--- config.mk ---
export PLATFORM = sky130hd
export DESIGN_NAME = mem_bridge
export DESIGN_NICKNAME = d
export VERILOG_FILES = /design/src/rtl/mem_bridge.sv
export SDC_FILE = /design/constraint.sdc
export NUM_CORES = 1
export LEC_CHECK = 0
export BUFFER_PORTS_ARGS = -buffer_cell sky130_fd_sc_hd__buf_2
export CELL_PAD_IN_SITES_DETAIL_PLACEMENT = 1
export CELL_PAD_IN_SITES_GLOBAL_PLACEMENT = 2
export CORE_ASPECT_RATIO = 0.6
export CORE_MARGIN = 1.5
export CORE_UTILIZATION = 26
export DETAILED_ROUTE_END_ITERATION = 10
export PLACE_DENSITY_LB_ADDON = 0.1
export SLEW_MARGIN = 10
export SYNTH_ARGS = -nofsm -noshare
export SYNTH_HDL_FRONTEND = slang
export SYNTH_SLANG_ARGS = --single-unit
--- constraint.sdc ---
create_clock -name clk -period 3.9 [get_ports clk]
set_input_delay 0.78 -clock clk [delete_from_list [all_inputs] [get_ports clk]]
set_output_delay 0.78 -clock clk [all_outputs]
set_load 0.005 [all_outputs]
--- src/rtl/mem_bridge.sv ---
// mem_bridge: valid/ready memory-access unit between the multicycle core and a variable-latency port.
// Define MEM_BRIDGE_TIMEOUT_EN to build the REQ/RESP watchdog that abandons a stuck transaction.
module mem_bridge #(
    parameter int ADDR_W  = 32,
    parameter int DATA_W  = 32,
    parameter int TIMEOUT = 255
) (
    input  logic              clk,
    input  logic              rst,
    input  logic              c_req,
    input  logic              c_we,
    input  logic [1:0]        c_size,
    input  logic              c_unsigned,
    input  logic [ADDR_W-1:0] c_addr,
    input  logic [DATA_W-1:0] c_wdata,
    output logic [DATA_W-1:0] c_rdata,
    output logic              c_done,
    output logic              c_err,
    output logic              busy,
    output logic              m_valid,
    input  logic              m_ready,
    output logic              m_we,
    output logic [ADDR_W-1:0] m_addr,
    output logic [DATA_W/8-1:0] m_be,
    output logic [DATA_W-1:0] m_wdata,
    input  logic              m_rvalid,
    input  logic [DATA_W-1:0] m_rdata
);
    localparam int NB = DATA_W / 8;
    localparam int OB = $clog2(NB);

    typedef enum logic [1:0] {IDLE, REQ, RESP} state_t;

    state_t            r_state;
    logic              r_busy;
    logic              r_valid;
    logic              r_we;
    logic              r_done;
    logic              r_err;
    logic              r_uns;
    logic [ADDR_W-1:0] r_addr;
    logic [NB-1:0]     r_be;
    logic [DATA_W-1:0] r_wdata;
    logic [DATA_W-1:0] r_rdata;
    logic [OB-1:0]     r_off;
    logic [1:0]        r_size;

    logic [OB-1:0]     w_off;
    logic              w_misaligned;
    logic [NB-1:0]     w_be;
    logic [DATA_W-1:0] w_wdata;
    logic [DATA_W-1:0] w_rdata;
    logic              w_timeout;

    function automatic logic [NB-1:0] lane_mask(input logic [1:0] sz);
        return ~({NB{1'b1}} << (1 << sz));
    endfunction

    function automatic logic [DATA_W-1:0] data_mask(input logic [1:0] sz);
        return ~({DATA_W{1'b1}} << (8 << sz));
    endfunction

    function automatic logic is_misaligned(input logic [OB-1:0] off, input logic [1:0] sz);
        return ((off & OB'((1 << sz) - 1)) != '0) || (sz == 2'd3 && DATA_W < 64);
    endfunction

    // Keep the low 2^sz bytes and fill the rest with the sign bit or zero.
    function automatic logic [DATA_W-1:0] extend_load(input logic [DATA_W-1:0] d,
                                                      input logic [1:0] sz,
                                                      input logic uns);
        logic [DATA_W-1:0] keep;
        logic [DATA_W-1:0] top;
        logic              s;
        keep = data_mask(sz);
        top  = {{(DATA_W-1){1'b0}}, 1'b1} << ((8 << sz) - 1);
        s    = ~uns & (|(d & top));
        return (d & keep) | ({DATA_W{s}} & ~keep);
    endfunction

    assign w_off        = c_addr[OB-1:0];
    assign w_misaligned = is_misaligned(w_off, c_size);
    assign w_be         = lane_mask(c_size) << w_off;
    assign w_wdata      = (c_wdata & data_mask(c_size)) << {w_off, 3'b000};
    assign w_rdata      = extend_load(m_rdata >> {r_off, 3'b000}, r_size, r_uns);

`ifdef MEM_BRIDGE_TIMEOUT_EN
    localparam int CNT_W = (TIMEOUT < 256) ? 8 : 16;
    logic [CNT_W-1:0] r_cnt;

    // Idle clears the count, so it starts from zero on every entry to REQ.
    always_ff @(posedge clk or posedge rst) begin
        if (rst)
            r_cnt <= '0;
        else if (r_state == IDLE)
            r_cnt <= '0;
        else
            r_cnt <= r_cnt + 1'b1;
    end

    assign w_timeout = (r_cnt == CNT_W'(TIMEOUT - 1));
`else
    // Without the watchdog TIMEOUT has no effect; the compare is constant false.
    assign w_timeout = (TIMEOUT < 0);
`endif

    always_ff @(posedge clk or posedge rst) begin
        if (rst) begin
            r_state <= IDLE;
            r_busy  <= 1'b0;
            r_valid <= 1'b0;
            r_we    <= 1'b0;
            r_done  <= 1'b0;
            r_err   <= 1'b0;
            r_uns   <= 1'b0;
            r_addr  <= '0;
            r_be    <= '0;
            r_wdata <= '0;
            r_rdata <= '0;
            r_off   <= '0;
            r_size  <= '0;
        end else begin
            r_done <= 1'b0;
            r_err  <= 1'b0;
            case (r_state)
                IDLE: begin
                    if (c_req) begin
                        if (w_misaligned) begin
                            r_done <= 1'b1;
                            r_err  <= 1'b1;
                        end else begin
                            r_state <= REQ;
                            r_busy  <= 1'b1;
                            r_valid <= 1'b1;
                            r_we    <= c_we;
                            r_addr  <= {c_addr[ADDR_W-1:OB], {OB{1'b0}}};
                            r_be    <= w_be;
                            r_wdata <= w_wdata;
                            r_off   <= w_off;
                            r_size  <= c_size;
                            r_uns   <= c_unsigned;
                        end
                    end
                end
                REQ: begin
                    if (m_ready) begin
                        r_valid <= 1'b0;
                        if (r_we) begin
                            r_state <= IDLE;
                            r_busy  <= 1'b0;
                            r_done  <= 1'b1;
                        end else begin
                            r_state <= RESP;
                        end
                    end else if (w_timeout) begin
                        r_valid <= 1'b0;
                        r_state <= IDLE;
                        r_busy  <= 1'b0;
                        r_done  <= 1'b1;
                        r_err   <= 1'b1;
                    end
                end
                RESP: begin
                    if (m_rvalid) begin
                        r_rdata <= w_rdata;
                        r_state <= IDLE;
                        r_busy  <= 1'b0;
                        r_done  <= 1'b1;
                    end else if (w_timeout) begin
                        r_state <= IDLE;
                        r_busy  <= 1'b0;
                        r_done  <= 1'b1;
                        r_err   <= 1'b1;
                    end
                end
                default: begin
                    r_state <= IDLE;
                    r_busy  <= 1'b0;
                    r_valid <= 1'b0;
                end
            endcase
        end
    end

    assign c_rdata = r_rdata;
    assign c_done  = r_done;
    assign c_err   = r_err;
    assign busy    = r_busy;
    assign m_valid = r_valid;
    assign m_we    = r_we;
    assign m_addr  = r_addr;
    assign m_be    = r_be;
    assign m_wdata = r_wdata;

endmodule

; Yosys cells after proc, flatten, opt, wreduce, memory -nomap -nowiden
; Cells that the tools add are included.
[classes]
add_sub_neg = 2
mul = 0
div_mod_pow = 0
n_lt_le_gt_ge = 0
eq_ne = 8
shift = 10
n_mux = 21
n_bitwise = 14
reduce_logical = 9
[op_table]
columns = op, count
row1 = $and A32 B32 Y32, 4
row2 = $not A32 Y32, 3
row3 = $shl A32 B32 Y32 const A, 2
row4 = $shl A4 B2 Y32 const A, 2
row5 = $or A32 B32 Y32, 1
row6 = $reduce_or A32 Y1, 1
row7 = $shl A1 B2 Y32 const A, 1
row8 = $shl A1 B32 Y32 const A, 1
row9 = $shl A32 B5 Y32, 1
row10 = $shl A4 B32 Y4 const A, 1
row11 = $shr A32 B5 Y32, 1
row12 = $sub A32 B2 Y32 const B, 1
row13 = $mux W1, 12
row14 = $mux W2, 5
row15 = $ne A2 B2 Y1 const B, 5
row16 = $pmux W1 S3, 3
row17 = $reduce_and A4 Y1, 2
row18 = $pmux W2 S3, 1
row19 = $reduce_and A5 Y1, 1
row20 = $eq A2 B2 Y1 const B, 2
row21 = $not A4 Y4, 1
row22 = $shl A4 B2 Y4, 1
row23 = $not A1 Y1, 3
row24 = $reduce_and A3 Y1, 1
row25 = other kinds (8), 8
[word_totals]
register_bits = 110
latchBits = 0
ram_bits = 0
romBits = 0
word_cells = 77
mem_count = 0

; Longest topological paths before layout
; Gate-level depths: netlist of the first run.
[logic_depth]
depth_word = 8
depth_mapped = 7
depth_no_buf = 4

; Least setup slack after synthesis of the first run
; Ideal clock, no wire load.
[synth_timing]
path_kind = input port to flip-flop
startpoint = input port c_addr[0]
endpoint = register r_addr[10], in the netlist m_addr[10]
setup_time_ns = 0.125
arrival_time_ns = 1.947
required_ns = 3.775
setup_slack_ns = 1.828
stages = 6
path_buffers = 3
cell_sequence = clkbuf_1 -> a21oi_1 -> o21ai_1 -> buf_6 -> buf_6 -> mux2_2
[synth_between]
elab_chain_len = 5
[synth_lines]
columns = item, line
row1 = from (decl), 14  ; input logic [ADDR_W-1:0] c_addr,
row2 = $and A2 B2 Y2, 64  ; return ((off & OB'((1 << sz) - 1)) != '0) || (sz == 2'd3 && DATA_W < 64);
row3 = $reduce_bool A2 Y1, 64
row4 = $logic_or A1 B1 Y1, 64
row5 = $not A1 Y1 (no line), n/a
row6 = $reduce_and A3 Y1 (no line), n/a
row7 = to (signal assigned), 135  ; r_addr <= {c_addr[ADDR_W-1:OB], {OB{1'b0}}};
row8 = to (decl), 41  ; logic [ADDR_W-1:0] r_addr;
; Every way passes these cells.
; A chain may end at the register's enable or synchronous reset.

; Worst setup path in the final report of the first run
[layout_timing]
startpoint = register r_off[1]
endpoint = register r_rdata[25], in the netlist c_rdata[25]
[layout_between]
elab_chain_len = 6
[layout_lines]
columns = item, line
row1 = from (decl), 45  ; logic [OB-1:0] r_off;
row2 = from (signal assigned), 138  ; r_off <= w_off;
row3 = $shr A32 B5 Y32 (*), 84  ; assign w_rdata = extend_load(m_rdata >> {r_off, 3'b000}, r_size, r_uns);
row4 = $and A32 B32 Y32, 76  ; s = ~uns & (|(d & top));
row5 = $reduce_or A32 Y1, 76
row6 = $and A1 B1 Y1, 76
row7 = $and A32 B32 Y32, 77  ; return (d & keep) | ({DATA_W{s}} & ~keep);
row8 = $or A32 B32 Y32 (*), 77
row9 = to (signal assigned), 164  ; r_rdata <= w_rdata;
row10 = to (decl), 44  ; logic [DATA_W-1:0] r_rdata;
; Mark *: on every way between the ends. The rest lies on a longest branch, timed or not.

==> results_dict.tcl, run 1 <==
set metrics [dict create \
    path_clk_slew_ps 80 \
    preCtsSetupSlack_ps 1180 \
    cp_slowest_cell "dfrtp_1" \
    start_util_pct 26.6 \
    setup-violations-final 0 \
    die_y_um 114 \
    async_flop_share_pct 100 \
    r2r-end "c_rdata[25]$_DFFE_PP0P_" \
    setup_ws_ps 1390 \
    clock.fmax_mhz 399 \
    post_dp_cell_area_um2 6610 \
    grtUsageTotal_pct 17.8 \
    maxSlewViolCount 0 \
    p_per_area_nw_per_um2 595 \
    gp_congestion 0.801 \
    critical_path.startpoint_type "register" \
    io-pin-count 210 \
    worstRegToRegCells 4 \
    hold_path_depth 2 \
    finalSetupTns_ps 0 \
    cts.sinks 110 \
    vias 4593 \
    syn_inst 526 \
    routed.top_layer "met5" \
    wl_met2_um 7120 \
    p_leak_nw 3.38 \
    hpwlAfterDp_um 14100 \
    synth_edf_count 0 \
    ir_drop_mv 0.279 \
    cts_tree "yes" \
    drv_cap 0 \
    min_period_ps 2510 \
    finalPower_mw 4.12 \
    grt_max_degree 105 \
    postCtsHoldBufs 0 \
    drt-total-wl_um 18800 \
    drive_gt1_share_pct 40.4 \
    max_slew_margin_pct 27.1 \
    drc_errors 0 \
    wl_met3_um 1880 \
    whs_ps 472 \
    worst_pin_slew_ps 1090 \
    nNetsFinal 815 \
    ys.warnings.count 0 \
    fp.dieW_um 188 \
    rrSetupSlack_ps 1390 \
    status "complete, no violations" \
    numCtsBuffers 9 \
    wl_met1_um 9570 \
    coreArea_um2 20100 \
    cts_resized 0 \
    ant_nets 0 \
    reg2reg_from "r_off[1]$_DFFE_PP0P_" \
    clock_skew_ps 8.11 \
    ys_ff_latch 110 \
    hold_start "c_rdata[7]$_DFFE_PP0P_" \
    syn_to_final_growth_pct 29.5 \
    cts_root_buffer "clkbuf_16" \
    io_buffers 207 \
    cp.required_ps 4190 \
    wl_per_cell_um 19.0 \
    htree_num_levels 3 \
    post-route-period-util_pct 64.3 \
    synth_ff_type "dfrtp_1" \
    avgSynthCellArea_um2 10.2 \
    clk_latency_ps 360 \
    num-fill-cells 2335 \
    critPathMaxStageDelay_ps 930 \
    ys_seq_area_share_pct 51.5 \
    diodes 0 \
    grt_remaining_overflow 0 \
    arrival_ps 2790 \
    critPathMaxFanout 26 \
    cts.path.max_buffers 2 \
    hp-class "register to register" \
    first_global_vias 4840 \
    drtIter0Drc 220 \
    cts_setup_buffers 0 \
    syn-cell-area_um2 5350 \
    grt_first_pass_wirelength_um 28600 \
    antenna_found_initial 4 \
    die-area_um2 21500 \
    path_class "register to register" \
    holdPathEnd "c_rdata[7]$_DFFE_PP0P_" \
    hold_viol 0 \
    cp-end-kind "register" \
    viasPerCell 4.66 \
    crit_chain "nor2b_1, a2bb2oi_1, a211oi_4, a221o_1" \
    rsz0062_at_grt "false" \
    yosys.cell_types.count 43 \
    drtPass1Iterations 4 \
    final_cell_area_um2 6920 \
    num_rows 40 \
]
worst max-delay path, delay by kind of cell (launching register included):
| kind | cells | cell delay (ps) |
|---|---|---|
| AO/OA/AOI/OAI | 3 | 980 |
| flip-flops | 1 | 930 |
| AND/OR/NAND/NOR | 1 | 520 |
logic make-up (layout without fill, tap and decap cells):
kind of cell,Yosys count,in the layout,share of synthesized area (%)
compound gates,139,139,15.9
flops,110,110,51.5
mux,69,69,14.4
other cells,1,2,0.0702
buf+inv,53,239,4.59
xor+xnor,1,1,0.164
simple gates,153,153,13.4
per-layer routing:
metal | GRT usage, % | vias up
met2 | 23.5 | 147
li1 | - | 2195
met4 | 3.79 | 6
met1 | 26.3 | 2229
met5 | 0 | -
met3 | 7.51 | 16
per-stage QoR:
step / util (%) / instances
global route: 34.5 / 986
floorplan: - / 527
detailed placement: 32.9 / 972
finish: 34.5 / 986
global placement: 32.9 / 972
CTS: 34.5 / 986
placed cells by master, fill, tap and decap left out, types with 2 or more instances in the layout:
| cell type | count |
|---|---|
| a21oi_1 | 20 |
| a221o_1 | 11 |
| a22oi_1 | 8 |
| a32o_1 | 9 |
| and2_1 | 7 |
| buf_12 | 2 |
| buf_2 | 207 |
| buf_4 | 4 |
| bufinv_16 | 2 |
| clkbuf_16 | 9 |
| conb_1 | 2 |
| dfrtp_1 | 110 |
| inv_1 | 11 |
| mux2_2 | 51 |
| mux2i_1 | 16 |
| nand2_1 | 72 |
| nand2b_1 | 10 |
| nand3_1 | 15 |
| nor2_1 | 29 |
| nor2b_1 | 6 |
| nor3_1 | 3 |
| nor3b_1 | 2 |
| o21ai_0 | 82 |
| or2_2 | 2 |
power breakdown:
group | leakage, nW | internal [mW] | switching (mW)
combinational | 1.85 | 0.655 | 0.685
clock | 0.150 | 0.573 | 0.427
sequential | 1.37 | 1.52 | 0.260
total | 3.38 | 2.75 | 1.37
registers in the layout, indices dropped and copies added (netlist names):
signal / cells
m_wdata: 32
r_state: 2
m_valid: 1
m_be: 4
c_done: 1
busy: 1
m_we: 1
m_addr: 30
r_size: 2
c_rdata: 32
r_uns: 1
r_off: 2
c_err: 1
cells in the mapped netlist, drive strengths merged (2+ instances only):
| library cell | instances | area share, % |
|---|---|---|
| a21oi | 20 | 1.9 |
| a221o | 11 | 2.1 |
| a22oi | 8 | 1.1 |
| a32o | 9 | 1.7 |
| and2 | 7 | 0.82 |
| buf | 20 | 2.3 |
| clkbuf | 21 | 1.5 |
| dfrtp | 110 | 51 |
| inv | 12 | 0.84 |
| mux2 | 52 | 11 |
| mux2i | 16 | 3.0 |
| nand2 | 72 | 5.1 |
| nand2b | 10 | 1.2 |
| nand3 | 15 | 1.4 |
| nor2 | 30 | 2.2 |
| nor2b | 6 | 0.70 |
| nor3 | 3 | 0.28 |
| nor3b | 3 | 0.51 |
| o21ai | 83 | 7.8 |
| or2 | 2 | 0.23 |
| or3 | 2 | 0.33 |
worst max path at each step:
stage,startpoint,end,cells past startpoint
after detailed placement,c_addr[0],m_addr[26]$_DFFE_PP0P_,5
after global placement,c_addr[0],m_addr[2]$_DFFE_PP0P_,5
after floorplan,rst,busy$_DFFE_PP0P_,1
final,r_off[1]$_DFFE_PP0P_,c_rdata[25]$_DFFE_PP0P_,4
after global routing,r_off[1]$_DFFE_PP0P_,c_rdata[25]$_DFFE_PP0P_,4
after CTS,r_off[1]$_DFFE_PP0P_,c_rdata[25]$_DFFE_PP0P_,4
final cells by class:
cell class,count,area [µm²],share of cell area (%)
Sequential cell,110,2750,39.8
Multi-Input combinational cell,364,2360,34.1
Timing Repair Buffer,213,1110,16.0
Tap cell,273,342,4.93
Clock buffer,10,239,3.45
Clock inverter,4,72.6,1.05
Inverter,12,47.5,0.687
(Power assumes the default switching activity.)
==> run 2: changes to the inputs <==
--- a/config.mk
+++ b/config.mk
@@ -10,7 +10,7 @@
 export CELL_PAD_IN_SITES_GLOBAL_PLACEMENT = 2
 export CORE_ASPECT_RATIO = 0.6
 export CORE_MARGIN = 1.5
-export CORE_UTILIZATION = 26
+export CORE_UTILIZATION = 29
 export DETAILED_ROUTE_END_ITERATION = 10
 export PLACE_DENSITY_LB_ADDON = 0.1
 export SLEW_MARGIN = 10
==> constraint.sdc (replaced) <==
create_clock -name clk -period 2.4 [get_ports clk]
set_input_delay 0.48 -clock clk [delete_from_list [all_inputs] [get_ports clk]]
set_output_delay 0.48 -clock clk [all_outputs]
set_load 0.005 [all_outputs]
==> results_dict.tcl, run 2 (synthesis results as in run 1) <==
set metrics [dict create \
    grt_max_degree 96 \
    min_period_ps 1960 \
    maxSlewViolCount 0 \
    cts_tree "yes" \
    drive_gt1_share_pct 41.6 \
    grt_remaining_overflow 0 \
    wl_per_cell_um 19.0 \
    drv_cap 0 \
    ant_nets 0 \
    nNetsFinal 830 \
    hpwlAfterDp_um 14400 \
    max_slew_margin_pct 62.0 \
    path_clk_slew_ps 70 \
    arrival_ps 2180 \
    die_y_um 108 \
    preCtsSetupSlack_ps 359 \
    ir_drop_mv 0.321 \
    coreArea_um2 18100 \
    path_class "register to register" \
    drt-total-wl_um 18400 \
    fp.dieW_um 178 \
    clock_skew_ps 10.2 \
    drc_errors 0 \
    cts_root_buffer "clkbuf_16" \
    p_leak_nw 3.43 \
    final_cell_area_um2 6960 \
    cp.required_ps 2620 \
    vias 4668 \
    status "complete, no violations" \
    viasPerCell 4.81 \
    drtPass1Iterations 4 \
    finalPower_mw 6.56 \
    drtIter0Drc 253 \
    hold_viol 0 \
    htree_num_levels 3 \
    grtUsageTotal_pct 19.5 \
    grt_first_pass_wirelength_um 28100 \
    post_dp_cell_area_um2 6680 \
    p_per_area_nw_per_um2 942 \
    setup_ws_ps 442 \
    cts.path.max_buffers 2 \
    finalSetupTns_ps 0 \
    first_global_vias 4840 \
    final_common_cell "buf_2" \
    cts_setup_buffers 0 \
    hp-class "input port to asynchronous set/reset pin" \
    cp-end-kind "register" \
    final_cell_mix "207 x buf_2, 110 x dfrtp_1, 82 x o21ai_0" \
    syn_to_final_growth_pct 30.3 \
    numCtsBuffers 9 \
    num_rows 38 \
    worst_pin_slew_ps 569 \
    diodes 0 \
    critical_path.startpoint_type "register" \
    cts_resized 0 \
    clock.fmax_mhz 511 \
    io_buffers 207 \
    start_util_pct 29.6 \
    io-pin-count 210 \
    postCtsHoldBufs 0 \
    die-area_um2 19300 \
    final_util_pct 38.5 \
    setup-violations-final 0 \
    post-route-period-util_pct 81.6 \
    antenna_found_initial 3 \
    critPathMaxFanout 13 \
    gp_congestion 0.818 \
    cts.sinks 110 \
    clk_latency_ps 350 \
    rsz0062_at_grt "false" \
]
run 2: per-layer routing:
| layer | routed length [µm] | global-route usage, % |
|---|---|---|
| met1 | 9440 | 29.1 |
| met2 | 7260 | 26.8 |
| met3 | 1570 | 7.38 |
| met4 | 112 | 2.98 |
| met5 | 0 | 0 |
run 2: cell type report:
| cell class | instances | area [µm²] |
|---|---|---|
| clock buffers | 10 | 229 |
| multi-input cells | 364 | 2360 |
| flip-flops and latches | 110 | 2750 |
| clock inverters | 6 | 51.3 |
| repair buffers | 228 | 1220 |
| well taps | 240 | 300 |
| inverters | 12 | 48.8 |
| fillers | 2125 | 11100 |
run 2: worst max-delay path: stages (launching register included):
cell       delay (ps)
dfrtp_1           540
nor2b_1           210
buf_4             160
a2bb2oi_1         410
a211oi_4          200
a221o_1           320
run 2: power breakdown:
| group | switching [mW] | total (mW) | internal [mW] | leakage [nW] |
|---|---|---|---|---|
| clock | 0.736 | 1.46 | 0.726 | 0.140 |
| combinational | 1.11 | 2.20 | 1.09 | 1.92 |
| sequential | 0.421 | 2.89 | 2.47 | 1.37 |
run 2: worst paths after layout:
check                                             start                       to  slack, ps  cells past startpoint
worst max-delay path               r_off[1]$_DFFE_PP0P_  c_rdata[27]$_DFFE_PP0P_        440                      5
worst min-delay path                                rst  m_wdata[17]$_DFFE_PP0P_        190                      2
worst max register to register     r_off[1]$_DFFE_PP0P_  c_rdata[27]$_DFFE_PP0P_        440                      5
worst min register to register  m_wdata[15]$_DFFE_PP0P_  m_wdata[15]$_DFFE_PP0P_        480                      2
max in group asynchronous                           rst   m_addr[27]$_DFFE_PP0P_       1600                      3
min in group clk                             c_addr[13]   m_addr[13]$_DFFE_PP0P_        350                      2
run 2: metrics by stage:
stage | hold WS [ps] | std cells
final | 190 | 970
after global routing | 194 | 970
after CTS | 188 | 970
after detailed placement | 467 | 954
after global placement | 461 | 954
after floorplan | 468 | 527
==> run 3: changes to the inputs <==
--- a/config.mk
+++ b/config.mk
@@ -5,12 +5,13 @@
 export SDC_FILE = /design/constraint.sdc
 export NUM_CORES = 1
 export LEC_CHECK = 0
+export ABC_AREA = 1
 export BUFFER_PORTS_ARGS = -buffer_cell sky130_fd_sc_hd__buf_2
 export CELL_PAD_IN_SITES_DETAIL_PLACEMENT = 1
 export CELL_PAD_IN_SITES_GLOBAL_PLACEMENT = 2
 export CORE_ASPECT_RATIO = 0.6
 export CORE_MARGIN = 1.5
-export CORE_UTILIZATION = 29
+export CORE_UTILIZATION = 27
 export DETAILED_ROUTE_END_ITERATION = 10
 export PLACE_DENSITY_LB_ADDON = 0.1
 export SLEW_MARGIN = 10
==> constraint.sdc (replaced) <==
create_clock -name clk -period 1.99 [get_ports clk]
set_input_delay 0.398 -clock clk [delete_from_list [all_inputs] [get_ports clk]]
set_output_delay 0.398 -clock clk [all_outputs]
set_load 0.005 [all_outputs]
==> results_dict.tcl, run 3 <==
set metrics [dict create \
    coreArea_um2 19900 \
    io_buffers 207 \
    critical_path.startpoint_type "register" \
    clk_latency_ps 360 \
    reg2reg_from "r_off[1]$_DFFE_PP0P_" \
    cts.path.max_buffers 2 \
    synth_edf_count 0 \
    wl_met3_um 1820 \
    ir_drop_mv 0.480 \
    synthMostInstantiatedCell "nand2_1" \
    preCtsSetupSlack_ps 132 \
    crit_chain "inv_2, nand2_1, nor2_1, nand2_1, nand3_2, nand3_1, a21oi_1" \
    num_rows 40 \
    rrSetupSlack_ps 270 \
    drtPass1Iterations 5 \
    final_util_pct 35.5 \
    drv_cap 0 \
    ant_nets 0 \
    cp-end-kind "register" \
    async_flop_share_pct 100 \
    syn_to_final_growth_pct 29.4 \
    ys_ff_latch 110 \
    p_per_area_nw_per_um2 1150 \
    setup_ws_ps 271 \
    grt_remaining_overflow 0 \
    cp.depth 7 \
    avgSynthCellArea_um2 7.65 \
    ys_seq_area_share_pct 50.4 \
    synth_area_leader_cell "dfrtp_1" \
    worst_pin_slew_ps 617 \
    wl_per_cell_um 17.1 \
    cts_setup_buffers 0 \
    cts_tree "yes" \
    post-route-period-util_pct 86.4 \
    setup-violations-final 0 \
    nNetsFinal 1014 \
    netlist.area_leader.share_pct 50.4 \
    numCtsBuffers 9 \
    die_y_um 113 \
    status "complete, no violations" \
    critPathLaunch "r_off[1]$_DFFE_PP0P_" \
    cts.sinks 110 \
    htree_num_levels 3 \
    hpwlAfterDp_um 15300 \
    arrival_ps 2000 \
    hp-class "input port to asynchronous set/reset pin" \
    min_period_ps 1720 \
    finalSetupTns_ps 0 \
    final_common_cell "nand2_1" \
    cp.required_ps 2270 \
    clock.fmax_mhz 582 \
    drive_gt1_share_pct 29.9 \
    drc_errors 0 \
    path_class "register to register" \
    crit_family "simple AND/OR/NAND/NOR gates" \
    cp_slowest_cell "dfrtp_1" \
    antenna_found_initial 1 \
    critPathMaxStageDelay_ps 390 \
    vias 5437 \
    synthTopCellsByArea "dfrtp_1 50%, nand2_1 18%, nand3_1 5.3%, a21oi_1 5.0%, inv_1 4.3%" \
    final_cell_mix "269 x nand2_1, 207 x buf_2, 110 x dfrtp_1" \
    viasPerCell 4.58 \
    drtIter0Drc 211 \
    yosys.cell_types.count 29 \
    synthTopCellsByCount "269 x nand2_1, 110 x dfrtp_1, 63 x inv_1, 58 x nand3_1, 55 x a21oi_1" \
    grt_first_pass_wirelength_um 32500 \
    postCtsHoldBufs 0 \
    io-pin-count 210 \
    max_slew_margin_pct 58.9 \
    drt-total-wl_um 20300 \
    start_util_pct 27.4 \
    first_global_vias 5794 \
    cts_root_buffer "clkbuf_16" \
    worstRegToRegCells 7 \
    fp.dieW_um 187 \
    wl_met2_um 7930 \
    diodes 0 \
    hold_viol 0 \
    maxSlewViolCount 0 \
    rsz0062_at_grt "false" \
    p_leak_nw 4.01 \
    crit_end "c_rdata[14]$_DFFE_PP0P_" \
    grt_max_degree 111 \
    path_clk_slew_ps 80 \
    syn_inst 714 \
    gp_congestion 0.806 \
    cts_resized 0 \
    crit_buf_inv 1 \
    clock_skew_ps 9.20 \
    r2r-end "c_rdata[14]$_DFFE_PP0P_" \
    die-area_um2 21100 \
    crit_top_cell "nand2_1" \
    critPathMaxFanout 10 \
    grtUsageTotal_pct 19.9 \
    wl_met1_um 10300 \
    syn-cell-area_um2 5470 \
    synth_ff_type "dfrtp_1" \
    routed.top_layer "met4" \
    ys.warnings.count 0 \
]
## run 3: changes by cell type after synthesis, moves of 16 or more
cell / previous run / this run
mux2i_1: 16 / 0
inv_1: 12 / 63
or2_2: 2 / 24
nand3_1: 15 / 58
nand2_1: 72 / 269
a21oi_1: 20 / 55
o21ai_0: 82 / 33
mux2_2: 51 / 0
## run 3: power breakdown
part / leakage, nW / switching [mW] / internal [mW]
sequential: 1.38 / 0.466 / 2.98
clock: 0.124 / 0.856 / 0.854
combinational: 2.51 / 1.67 / 1.27
total: 4.01 / 3.00 / 5.10
## run 3: metal layers
layer  global-route usage [%]  up-vias
li1                         -     2638
met1                     28.8     2625
met2                     27.5      159
met3                     7.94       15
met4                     4.35        0
met5                        0        -
## run 3: through the flow
stage	power [mW]	area, µm²	std cells	hold WS, ps
floorplan	5.00	5470	715	472
global placement	6.39	6810	1171	458
detailed placement	6.47	6810	1171	461
CTS	8.25	7070	1187	206
global route	8.81	7070	1187	217
finish	8.10	7070	1187	215
## run 3: worst reg2reg max path, stage by stage, from the launching register on
cell     delay, ps
dfrtp_1        390
inv_2          160
nand2_1        130
nor2_1         170
nand2_1         90
nand3_2        110
nand3_1        330
a21oi_1        270
## run 3: kinds of logic after synthesis
family | count (synthesis) | synth area share, %
buffers and inverters | 107 | 8.52
other | 1 | 0.0686
and+or+nand+nor | 383 | 29.8
AOI/OAI and AO/OA | 113 | 11.2
DFF | 110 | 50.4
## run 3: final cells by class
class,count,area (µm²)
clock inverters,3,21.3
flip-flops and latches,110,2750
well taps,273,342
clock buffers,13,240
inverters,67,255
repair buffers,223,1210
multi-input cells,498,2250
fillers,2537,12800
## run 3: how the worst min path moves through the flow
stage / cells after the start / to / from
global route: 3 / m_addr[27]$_DFFE_PP0P_ / c_addr[27]
detailed placement: 2 / m_addr[4]$_DFFE_PP0P_ / m_addr[4]$_DFFE_PP0P_
CTS: 3 / m_addr[9]$_DFFE_PP0P_ / c_addr[9]
floorplan: 2 / m_addr[10]$_DFFE_PP0P_ / m_addr[10]$_DFFE_PP0P_
finish: 3 / m_addr[28]$_DFFE_PP0P_ / rst
global placement: 2 / m_wdata[9]$_DFFE_PP0P_ / m_wdata[9]$_DFFE_PP0P_
